[config.mk]
export PLATFORM = sky130hd
export DESIGN_NAME = regfile_write_bank32
export DESIGN_NICKNAME = d
export VERILOG_FILES = /design/src/rtl/regfile_pkg.sv /design/src/rtl/decoder_5_to_32.sv /design/src/rtl/regfile_write_bank32.sv
export SDC_FILE = /design/constraint.sdc
export NUM_CORES = 1
export LEC_CHECK = 0
export CORE_AREA = 2 2 410 412
export CTS_CLUSTER_DIAMETER = 200
export DETAILED_ROUTE_END_ITERATION = 7
export DIE_AREA = 0 0 412 414
export RECOVER_POWER = 50
export SLEW_MARGIN = 20
export SYNTH_ARGS = -nofsm -noshare
export SYNTH_HDL_FRONTEND = slang
export SYNTH_SLANG_ARGS = --single-unit
[constraint.sdc]
create_clock -name clk -period 4.3 [get_ports clk]
set_input_delay 0.645 -clock clk [delete_from_list [all_inputs] [get_ports clk]]
set_output_delay 0.645 -clock clk [all_outputs]
set_load 0.02 [all_outputs]
[src/rtl/regfile_pkg.sv]
// Shared definitions for the register-file write bank.
//   REG_COUNT  : number of architectural registers (register 0 reads as zero)
//   ADDR_W     : width of a register index
//   wb_state_t : write-bank sequencer states (normal writes / bulk clear)
package regfile_pkg;

    localparam int REG_COUNT = 32;
    localparam int ADDR_W    = 5;

    typedef enum logic {
        IDLE  = 1'b0,
        CLEAR = 1'b1
    } wb_state_t;

endpackage

[src/rtl/decoder_5_to_32.sv]
// One-hot address decoder.
//   ena : decode enable; when low every output bit is 0
//   in  : register index
//   out : one-hot select, bit 'in' set when ena is high
module decoder_5_to_32
    import regfile_pkg::*;
(
    input  logic                 ena,
    input  logic [ADDR_W-1:0]    in,
    output logic [REG_COUNT-1:0] out
);

    always_comb begin
        out = '0;
        if (ena) begin
            out[in] = 1'b1;
        end
    end

endmodule

[src/rtl/regfile_write_bank32.sv]
// Write side and storage of the 32-entry register file.
// Accepts one write per cycle over a valid/ready port, holds the registers,
// drives every register in parallel to the read muxes, and can zero the whole
// bank with a sequenced clear (one register per cycle, indices 1..31).
//   clk, rst_n           : clock (rising edge), synchronous active-low reset
//   wr_valid/wr_ready    : write handshake; ready is high only when not clearing
//   wr_addr, wr_data     : destination index and data
//   wr_ack               : one-cycle pulse the cycle after a write is accepted
//   clear_req            : start a bulk clear (only looked at in IDLE)
//   busy                 : clear in progress
//   clear_done           : high during the final clear cycle
//   q00..q31             : register contents; q00 is constant zero
module regfile_write_bank32
    import regfile_pkg::*;
#(
    parameter int N = 32
) (
    input  logic              clk,
    input  logic              rst_n,
    input  logic              wr_valid,
    output logic              wr_ready,
    input  logic [ADDR_W-1:0] wr_addr,
    input  logic [N-1:0]      wr_data,
    output logic              wr_ack,
    input  logic              clear_req,
    output logic              busy,
    output logic              clear_done,
    output logic [N-1:0]      q00, q01, q02, q03, q04, q05, q06, q07,
    output logic [N-1:0]      q08, q09, q10, q11, q12, q13, q14, q15,
    output logic [N-1:0]      q16, q17, q18, q19, q20, q21, q22, q23,
    output logic [N-1:0]      q24, q25, q26, q27, q28, q29, q30, q31
);

    localparam logic [ADDR_W-1:0] LAST_IDX  = ADDR_W'(REG_COUNT - 1);
    localparam logic [ADDR_W-1:0] FIRST_IDX = ADDR_W'(1);

    wb_state_t             state, state_next;
    logic [ADDR_W-1:0]     clr_idx, clr_idx_next;
    logic                  wr_accept;
    logic [REG_COUNT-1:0]  wr_en;
    logic [REG_COUNT-1:0]  clear_en;
    logic [N-1:0]          q_r [1:REG_COUNT-1];

    // Register 0 has no storage, so its decode bits go nowhere.
    logic unused_dec0;
    assign unused_dec0 = wr_en[0] ^ clear_en[0];

    assign wr_ready   = (state == IDLE);
    assign busy       = (state == CLEAR);
    assign clear_done = busy && (clr_idx == LAST_IDX);
    assign wr_accept  = wr_valid & wr_ready;

    decoder_5_to_32 u_wr_dec (
        .ena (wr_accept),
        .in  (wr_addr),
        .out (wr_en)
    );

    decoder_5_to_32 u_clr_dec (
        .ena (busy),
        .in  (clr_idx),
        .out (clear_en)
    );

    // Sequencer state register
    always_ff @(posedge clk) begin
        if (!rst_n) begin
            state   <= IDLE;
            clr_idx <= FIRST_IDX;
            wr_ack  <= 1'b0;
        end else begin
            state   <= state_next;
            clr_idx <= clr_idx_next;
            wr_ack  <= wr_accept;
        end
    end

    // Next state: clear_req is only honoured in IDLE; a clear always runs to
    // index 31, so the index increment never wraps.
    always_comb begin
        state_next   = state;
        clr_idx_next = clr_idx;
        case (state)
            IDLE: begin
                if (clear_req) begin
                    state_next   = CLEAR;
                    clr_idx_next = FIRST_IDX;
                end
            end
            CLEAR: begin
                if (clr_idx == LAST_IDX) begin
                    state_next   = IDLE;
                    clr_idx_next = FIRST_IDX;
                end else begin
                    clr_idx_next = clr_idx + ADDR_W'(1);
                end
            end
            default: begin
                state_next   = IDLE;
                clr_idx_next = FIRST_IDX;
            end
        endcase
    end

    // Register storage. wr_en and clear_en are never both set for one index
    // because writes are refused while clearing.
    always_ff @(posedge clk) begin
        if (!rst_n) begin
            for (int i = 1; i < REG_COUNT; i++) begin
                q_r[i] <= '0;
            end
        end else begin
            for (int i = 1; i < REG_COUNT; i++) begin
                if (clear_en[i]) begin
                    q_r[i] <= '0;
                end else if (wr_en[i]) begin
                    q_r[i] <= wr_data;
                end
            end
        end
    end

    assign q00 = '0;
    assign q01 = q_r[1];
    assign q02 = q_r[2];
    assign q03 = q_r[3];
    assign q04 = q_r[4];
    assign q05 = q_r[5];
    assign q06 = q_r[6];
    assign q07 = q_r[7];
    assign q08 = q_r[8];
    assign q09 = q_r[9];
    assign q10 = q_r[10];
    assign q11 = q_r[11];
    assign q12 = q_r[12];
    assign q13 = q_r[13];
    assign q14 = q_r[14];
    assign q15 = q_r[15];
    assign q16 = q_r[16];
    assign q17 = q_r[17];
    assign q18 = q_r[18];
    assign q19 = q_r[19];
    assign q20 = q_r[20];
    assign q21 = q_r[21];
    assign q22 = q_r[22];
    assign q23 = q_r[23];
    assign q24 = q_r[24];
    assign q25 = q_r[25];
    assign q26 = q_r[26];
    assign q27 = q_r[27];
    assign q28 = q_r[28];
    assign q29 = q_r[29];
    assign q30 = q_r[30];
    assign q31 = q_r[31];

endmodule

-- Yosys cells after proc, flatten, opt, wreduce, memory -nomap -nowiden
Memory sizes are Yosys's and may differ from the RTL's.
Cells that the tools add are included.
- input port bits: 41
- bits in read-only memories: 0
- output and inout port bits: 1028
- register bits: 7
- word-level logic and storage cells: 370
- bits in latches: 0
- memories kept: 1
- memory bits (writable): 992
- memories (memory ; depth ; width ; read ports ; clocked after Yosys merged registers in ; wr ports ; RTL line ; source):
    q_r ; 31 ; 32 ; 31 ; 0 ; 31 ; regfile_write_bank32.sv:42 ; logic [N-1:0] q_r [1:REG_COUNT-1];
- reductions and logical operators: 3
- multiply operators: 0
- bitwise operators: 64
- muxes and demuxes: 292
- equality and inequality tests: 2
- div/mod/pow operators: 0
- $lt $le $gt $ge: 4
- add/sub/neg operators: 1
- shift operators: 0
- operators by type and width (cell ; number):
    32-bit 2-to-1 mux ; 64
    1-bit 2-to-1 mux ; 222
    1-bit OR ; 62
    5-bit by 6-bit < comparator with 1-bit output (second input constant) ; 2
    1-bit demux with 5-bit select ; 2
    5-bit by 1-bit greater-or-equal comparator with 1-bit output (second input constant) ; 2
    5-bit 2-to-1 mux ; 2
    5-bit case mux with 2 select lines ; 1
    5-bit by 1-bit adder with 5-bit output (second input constant) ; 1
    5-bit equality test (second input constant) ; 1
    1-bit logical AND ; 3
    2-bit by 1-bit inequality test with 1-bit output (second input constant) ; 1
    1-bit case mux with 2 select lines ; 1
    1-bit bitwise AND ; 1
    1-bit inverter ; 1

-- Longest topological paths before layout
Gate-level depths: netlist of the first run.
- depth after elaboration: 10
- mapped depth: 7
- mapped depth without buffers: 6

-- Cells and area by module
A second synthesis of the first run with hierarchy kept.
- cell total of the unflattened synthesis: 2409
- area total of the unflattened synthesis: 39638.0 um^2
- by module, submodules not included (module ; cells an instance ; sequential area each (um^2) ; times used ; area an instance (um^2)):
    regfile_write_bank32 ; 2315 ; 29928.7 ; 1 ; 39177.6
    decoder_5_to_32 ; 47 ; 0.0 ; 2 ; 230.2

-- Worst setup path after synthesis of the first run
OpenSTA, ideal clock, no wires.
- path type: in2reg
- start point: in rst_n
- end point: reg, netlist name q_r[0][256]
- data arrival time: 3.210 ns
- path buffers: 3
- stages on the path: 6
- path slack: 0.654 ns
- required time: 3.864 ns
- library setup time: 0.436 ns
- path through: buf_2 nand2_1 or4_1 buf_2 buf_2 o221ai_1
- RTL lines (what ; RTL line ; source):
    start: declaration ; regfile_write_bank32.sv:19 ; input logic rst_n,

==> load_flow_metrics.sql, run 1 <==
INSERT INTO impl_metrics (metric_group, metric, value, unit) VALUES
('setup_path', 'setup.worst_path.end_class', 'register', ''),
('synthesis', 'synth_seq_cells', '999', ''),
('cts', 'count_of_clock_tree_sinks', '999', ''),
('cts', 'cts-htree-levels', '3', ''),
('detailed_routing', 'route.detailed.vias_per_inst', '4.418', ''),
('cts', 'cts_tree', 'yes', ''),
('synthesis', 'synth.most_common_cell', 'sky130_fd_sc_hd__edfxtp_1', ''),
('setup_path', 'worstPathRequired', '4.70', 'ns'),
('pwr', 'power.clock.fraction', '40.8', '%'),
('placement', 'placement.io_buffers', '1036', ''),
('synthesis', 'synth_top_family_by_area', 'simple AND/OR/NAND/NOR gates', ''),
('flow_run', 'cap_viol_max_count', '5', ''),
('global_route', 'grt_antenna_before_repair', '26', ''),
('detailed_routing', 'post_route_wl', '176400', 'um'),
('cts', 'cts_repair_resize_count', '0', ''),
('synthesis', 'synth-warning-count', '0', ''),
('synthesis', 'synth_compound_gate_area_share', '0.8404', '%'),
('cts', 'post_cts_buffers', '0', ''),
('cts', 'clk_latency', '0.77', 'ns'),
('pwr', 'power.internal', '16.80', 'mW'),
('synthesis', 'synthTopCellsByCount', 'sky130_fd_sc_hd__edfxtp_1, sky130_fd_sc_hd__nor2_1, sky130_fd_sc_hd__nand2_1, sky130_fd_sc_hd__clkbuf_1, sky130_fd_sc_hd__buf_4', ''),
('synthesis', 'post_synth_xor_area_fraction', '0', '%'),
('detailed_routing', 'dr.first_iter.drc_count', '3157', ''),
('cts', 'numCtsBuffers', '111', ''),
('pwr', 'leakage', '18.39', 'nW'),
('setup_path', 'path_max_fanout', '129', ''),
('pwr', 'overall_power_after_layout', '22.81', 'mW'),
('pwr', 'peakVddDrop', '0.3864', 'mV'),
('global_route', 'grt_remaining_overflow', '0', ''),
('synthesis', 'avgSynthCellArea', '14.26', 'um^2'),
('floorplan', 'start_util', '22.03', '%'),
('pwr', 'cellPowerDensity', '429.6', 'mW/mm^2'),
('sta', 'rsz0062_at_grt', 'no', ''),
('status', 'violations', 'max-capacitance violations, max-slew violations', ''),
('global_route', 'grt_pass1_vias', '24660', ''),
('synthesis', 'synth_simple_gate_area_share', '13.94', '%'),
('sta', 'number_of_slew_limit_violations_in_the_final_report', '536', ''),
('sta', 'timing.clock.skew', '0.01917', 'ns'),
('cts', 'cts.reportedPaths.clkPinSlew', '0.06', 'ns'),
('cells_and_area', 'post_route_cells_drive_above_1_share', '8.568', '%'),
('synthesis', 'synth.yosys.seq_area_share', '81.71', '%'),
('synthesis', 'synth-edff-count', '992', ''),
('sta', 'setup_tns', '0', 'ns'),
('status', 'status', 'finished with violations', ''),
('sta', 'final_min_period_over_clock_period', '86.20', '%'),
('floorplan', 'die-height', '414', 'um'),
('synthesis', 'async_flop_share', '0', '%'),
('cells_and_area', 'area_growth_syn_to_layout', '44.93', '%'),
('sta', 'clock.fmax', '269.8', 'MHz'),
('global_route', 'grt_start_max_net_pins', '145', ''),
('cells_and_area', 'finalNetCount', '3646', ''),
('detailed_routing', 'via_count', '26150', ''),
('sta', 'finalHoldWorstSlack', '0.2294', 'ns'),
('floorplan', 'ioPinCount', '1069', ''),
('synthesis', 'unique_cell_type_count_in_the_yosys_netlist', '32', ''),
('floorplan', 'rows', '150', ''),
('synthesis', 'synth-adder-area-share', '0.1708', '%'),
('sta', 'report.final.setup_viol', '0', ''),
('synthesis', 'yosysTopAreaCell', 'sky130_fd_sc_hd__edfxtp_1', ''),
('placement', 'gp_congestion', '0.8695', ''),
('global_route', 'global_route_wire_length_before_repair', '229000', 'um'),
('synthesis', 'post-synth-top-area-fraction', '81.33', '%'),
('sta', 'relSlewSlack', '-57.60', '%'),
('setup_path', 'cp_data_arrival_time', '4.11', 'ns'),
('pwr', 'seq_power_share', '49.2', '%'),
('synthesis', 'muxShareOfSynthArea', '0', '%'),
('setup_path', 'crit_type', 'reg2reg', ''),
('placement', 'dp_hpwl', '118900', 'um'),
('synthesis', 'dominant_cells_by_area_after_synthesis', 'sky130_fd_sc_hd__edfxtp_1, sky130_fd_sc_hd__nor2_1, sky130_fd_sc_hd__nand2_1', ''),
('floorplan', 'fp.coreArea', '0.1663', 'mm^2'),
('sta', 'worstMarginPinSlew', '2.364', 'ns');
-- worst max-delay path: stages (launching register included) --
cell	delay, ns
sky130_fd_sc_hd__dfxtp_1	0.58
sky130_fd_sc_hd__clkbuf_1	0.30
sky130_fd_sc_hd__nor2b_1	0.10
sky130_fd_sc_hd__or3b_4	0.52
sky130_fd_sc_hd__clkbuf_4	1.44
sky130_fd_sc_hd__nor2_1	0.26
-- per-stage QoR --
step	setup slack [ns]	instance area (um^2)	cells	utilization, %
after floorplan	0.6535	36740	2599	-
after detailed placement	0.5109	49810	5691	29.96
after global placement	0.5315	49810	5691	29.96
final	0.5933	53080	5918	31.92
after CTS	0.6706	53300	5892	32.05
after global routing	0.4229	53020	5893	31.88
-- cell families after synthesis --
family,count (synthesis)
and+or+nand+nor,1304
DFF,999
buffers and inverters,221
AOI/OAI and AO/OA,38
adders and majority gates,5
other,1
-- area by class of cell --
cell class | count | area (um^2) | share of cell area (%)
Antenna cell | 26 | 65.06 | 0.1226
Clock buffer | 130 | 2849 | 5.367
Clock inverter | 71 | 639.4 | 1.204
Inverter | 4 | 15.01 | 0.02829
Multi-Input combinational cell | 1379 | 6043 | 11.38
Sequential cell | 999 | 29930 | 56.38
Tap cell | 2204 | 2758 | 5.195
Timing Repair Buffer | 1105 | 10780 | 20.32
-- final timing paths --
check                                        startpoint                        end  slack (ns)  depth (start not counted)
worst min-delay path                              rst_n          wr_ack$_SDFF_PN0_        0.23                          3
worst max-delay path                    busy$_SDFF_PN0_  q_r[0][312]$_SDFFCE_PN0P_        0.59                          5
worst max register to register          busy$_SDFF_PN0_  q_r[0][312]$_SDFFCE_PN0P_        0.59                          5
worst min register to register  clr_idx[0]$_SDFFE_PN1P_    clr_idx[0]$_SDFFE_PN1P_        0.62                          2
-- registers in the layout (all words and copies together) (netlist names) --
signal / count
busy: 1
clr_idx: 5
q_r: 992
wr_ack: 1
-- power by group through the flow --
stage / registers, mW / clock network (mW) / logic [mW]
6_report: 11.2 / 9.31 / 2.26
5_1_grt: 11.3 / 9.82 / 2.34
2_1_floorplan: 12.0 / 0 / 0.429
3_5_place_dp: 11.4 / 0 / 2.47
3_3_place_gp: 11.4 / 0 / 2.46
4_1_cts: 11.2 / 9.48 / 2.47
-- routing by layer --
metal / up-vias / wire (um) / share of wire [%] / global-route usage (%)
met5: - / 0 / 0 / 0
met4: 0 / 7382 / 4.2 / 8.122
met3: 305 / 17530 / 9.9 / 5.459
met2: 1746 / 85880 / 49 / 33.47
met1: 13220 / 65550 / 37 / 24.19
li1: 10880 / - / - / -
-- layout by cell type, fill, tap and decap left out, types with 25 or more instances in the layout --
cell | netlist | routed
sky130_fd_sc_hd__conb_1 | 1 | 32
sky130_fd_sc_hd__buf_4 | 48 | 49
sky130_fd_sc_hd__diode_2 | 0 | 26
sky130_fd_sc_hd__nand2_1 | 265 | 265
sky130_fd_sc_hd__nor2_1 | 970 | 978
sky130_fd_sc_hd__dlygate4sd3_1 | 0 | 980
sky130_fd_sc_hd__edfxtp_1 | 992 | 992
sky130_fd_sc_hd__clkbuf_16 | 0 | 111
sky130_fd_sc_hd__buf_2 | 40 | 32
sky130_fd_sc_hd__o221ai_4 | 0 | 25
No activity file was read; power rests on OpenSTA's default activity.
==> inputs of run 2 (changes only) <==
--- a/config.mk
+++ b/config.mk
@@ -5,12 +5,13 @@
 export SDC_FILE = /design/constraint.sdc
 export NUM_CORES = 1
 export LEC_CHECK = 0
-export CORE_AREA = 2 2 410 412
+export CORE_AREA = 2 2 414 416
 export CTS_CLUSTER_DIAMETER = 200
 export DETAILED_ROUTE_END_ITERATION = 7
-export DIE_AREA = 0 0 412 414
+export DIE_AREA = 0 0 416 418
 export RECOVER_POWER = 50
 export SLEW_MARGIN = 20
 export SYNTH_ARGS = -nofsm -noshare
 export SYNTH_HDL_FRONTEND = slang
+export SYNTH_HIERARCHICAL = 1
 export SYNTH_SLANG_ARGS = --single-unit
==> load_flow_metrics.sql, run 2 <==
INSERT INTO impl_metrics (metric_group, metric, value, unit) VALUES
('status', 'status', 'completed', ''),
('floorplan', 'start_util', '23.44', '%'),
('cells_and_area', 'reg_top3', 'q_r x992, clr_idx x5', ''),
('cts', 'post_cts_buffers', '0', ''),
('sta', 'report.final.setup_viol', '0', ''),
('floorplan', 'rows', '151', ''),
('setup_path', 'crit_type', 'reg2reg', ''),
('cts', 'numCtsBuffers', '108', ''),
('sta', 'worstMarginPinSlew', '1.275', 'ns'),
('synthesis', 'synth-warning-count', '6', ''),
('placement', 'cell_count_post_placement', '5550', ''),
('flow_run', 'cap_viol_max_count', '0', ''),
('cts', 'cts.reportedPaths.clkPinSlew', '0.06', 'ns'),
('synthesis', 'mappedNetlistArea', '0.03963', 'mm^2'),
('global_route', 'grt_start_max_net_pins', '33', ''),
('synthesis', 'avgSynthCellArea', '16.46', 'um^2'),
('cts', 'clk_root_buffer_cell', 'sky130_fd_sc_hd__clkbuf_16', ''),
('cells_and_area', 'final_core_util', '32.95', '%'),
('global_route', 'grt_remaining_overflow', '0', ''),
('cells_and_area', 'layout.cells.most_common', 'sky130_fd_sc_hd__dlygate4sd3_1', ''),
('cells_and_area', 'area_growth_syn_to_layout', '40.59', '%'),
('floorplan', 'die_w', '416', 'um'),
('sta', 'setup_tns', '0', 'ns'),
('global_route', 'grt_use_total', '18.09', '%'),
('setup_path', 'path_buf_inv', '1', ''),
('sta', 'rsz0062_at_grt', 'no', ''),
('pwr', 'peakVddDrop', '0.3128', 'mV'),
('setup_path', 'critPathLaunchType', 'register', ''),
('cells_and_area', 'final_cells', '5779', ''),
('cts', 'clock_path_buffers', '3', ''),
('detailed_routing', 'wire_length_per_cell_after_detailed_routing', '28.20', 'um'),
('setup_path', 'slowest_delay', '1.08', 'ns'),
('placement', 'placement.io_buffers', '1036', ''),
('detailed_routing', 'residual_drc', '0', ''),
('cts', 'cts_repair_resize_count', '0', ''),
('cells_and_area', 'multi_input_comb_area', '0.008514', 'mm^2'),
('sta', 'timing.clock.skew', '0.02049', 'ns'),
('detailed_routing', 'via_count', '24420', ''),
('floorplan', 'fp.coreArea', '0.1691', 'mm^2'),
('sta', 'hold_viol_final', '0', ''),
('cells_and_area', 'ff_latch_area', '0.02993', 'mm^2'),
('pwr', 'seq_power_share', '49.2', '%'),
('setup_path', 'worstPathRequired', '4.71', 'ns'),
('cells_and_area', 'mostFrequentLayoutCells', 'sky130_fd_sc_hd__dlygate4sd3_1, sky130_fd_sc_hd__edfxtp_1, sky130_fd_sc_hd__and2_2, sky130_fd_sc_hd__and2_1, sky130_fd_sc_hd__clkbuf_16', ''),
('pwr', 'power.net_switching', '5.689', 'mW'),
('cells_and_area', 'largest_register_ffs', '992', ''),
('pwr', 'power.internal', '17.12', 'mW'),
('sta', 'final_min_period_over_clock_period', '84.31', '%'),
('setup_path', 'path_max_fanout', '20', ''),
('cts', 'count_of_clock_tree_sinks', '999', ''),
('synthesis', 'netlist_instances', '2407', ''),
('pwr', 'netSwitchingFraction', '24.94', '%'),
('cts', 'number_of_hold_buffers_added_after_cts', '0', ''),
('floorplan', 'design.die.area', '0.1739', 'mm^2'),
('setup_path', 'setup.worst_path.end_class', 'register', ''),
('global_route', 'global_route_wire_length_before_repair', '211800', 'um'),
('sta', 'number_of_slew_limit_violations_in_the_final_report', '0', ''),
('cts', 'cts_tree', 'yes', ''),
('floorplan', 'die-height', '418', 'um'),
('cells_and_area', 'largest_register_by_flop_count', 'q_r', ''),
('cells_and_area', 'finalNetCount', '3486', ''),
('detailed_routing', 'postRouteAntennaNets', '0', ''),
('detailed_routing', 'dr.first_iter.drc_count', '2312', ''),
('cells_and_area', 'post_route_cells_drive_above_1_share', '29.53', '%'),
('floorplan', 'ioPinCount', '1069', ''),
('global_route', 'grt_antenna_before_repair', '38', ''),
('setup_path', 'critical_path.top_delay_family', 'simple AND/OR/NAND/NOR gates', ''),
('sta', 'relSlewSlack', '14.83', '%'),
('placement', 'gp_congestion', '0.7890', ''),
('worst_hold_path', 'hold_path.class', 'in2reg', ''),
('cells_and_area', 'fillCellCount', '16400', ''),
('global_route', 'grt_pass1_vias', '23630', ''),
('placement', 'dp_hpwl', '111100', 'um'),
('cts', 'cts-htree-levels', '3', ''),
('detailed_routing', 'drtPass1Iterations', '5', ''),
('pwr', 'cellPowerDensity', '409.4', 'mW/mm^2'),
('cts', 'clk_latency', '0.75', 'ns'),
('detailed_routing', 'route.detailed.vias_per_inst', '4.226', ''),
('detailed_routing', 'post_route_wl', '163000', 'um'),
('sta', 'clock.fmax', '275.8', 'MHz'),
('setup_path', 'crit_path_cell_trace', 'nor2b_1 -> nand4bb_1 -> nor2_1 -> or3_1 -> buf_4', ''),
('setup_path', 'critical_path.slowest_cell', 'sky130_fd_sc_hd__nor2b_1', ''),
('setup_path', 'cp_data_arrival_time', '4.04', 'ns'),
('pwr', 'leakage', '21.44', 'nW'),
('sta', 'layout_min_cycle_time', '3.625', 'ns'),
('pwr', 'share_comb_of_total_power', '9.5', '%'),
('pwr', 'power.clock.fraction', '41.4', '%'),
('sta', 'finalHoldWorstSlack', '0.3647', 'ns');
-- run 2: cell types whose count changed in the layout (fill, tap and decap cells not counted), moves of 14 or more --
cell and delta:
sky130_fd_sc_hd__nor2_2 -22, sky130_fd_sc_hd__and2_2 +727, sky130_fd_sc_hd__o221ai_4 -25, sky130_fd_sc_hd__nand2_1 -262, sky130_fd_sc_hd__and2_1 +241, sky130_fd_sc_hd__or3_2 +25, sky130_fd_sc_hd__buf_4 +24, sky130_fd_sc_hd__nor3b_1 +14
sky130_fd_sc_hd__nor2_1 -913, sky130_fd_sc_hd__nor3b_4 +15, sky130_fd_sc_hd__and2_0 +25
-- run 2: layer usage --
metal  routed length (um)  up-vias  global-route usage [%]
met5                    7        -                       0
met4                 6810        2                   8.049
met3                12910      293                   3.822
met2                85230     1342                   32.29
met1                58040    12470                   20.74
li1                     -    10320                       -
-- run 2: final timing paths --
path                           start                   endpoint  slack (ns)  depth (start not counted)
max                  busy$_SDFF_PN0_  q_r[0][231]$_SDFFCE_PN0P_        0.67                          5
min                      wr_data[30]  q_r[0][190]$_SDFFCE_PN0P_        0.36                          2
max reg2reg          busy$_SDFF_PN0_  q_r[0][231]$_SDFFCE_PN0P_        0.67                          5
min reg2reg  clr_idx[1]$_SDFFE_PN0P_    clr_idx[1]$_SDFFE_PN0P_        0.57                          2
-- run 2: cell type report --
type / instances / area share (%)
clock inverters: 57 / 1.134
diodes: 32 / 0.1437
clock buffers: 140 / 5.181
repair buffers: 1129 / 19.54
inverters: 2 / 0.01797
flip-flops and latches: 999 / 53.72
well taps: 2218 / 4.981
multi-input cells: 1202 / 15.28
-- run 2: power by group through the flow --
stage / clock, mW / sequential [mW] / combinational, mW
final: 9.44 / 11.2 / 2.16
after detailed placement: 0 / 11.4 / 2.35
after floorplan: 0 / 12.0 / 0.359
after global placement: 0 / 11.4 / 2.35
after CTS: 9.61 / 11.2 / 2.36
after global routing: 9.95 / 11.3 / 2.22
-- run 2: through the flow --
step	cell area, um^2	worst slack, ns	power [mW]
global placement	52320	0.09269	13.78
global route	55640	0.4736	23.42
CTS	55840	0.8838	23.21
finish	55710	0.6747	22.81
floorplan	39750	1.532	12.34
detailed placement	52330	0.5606	13.80
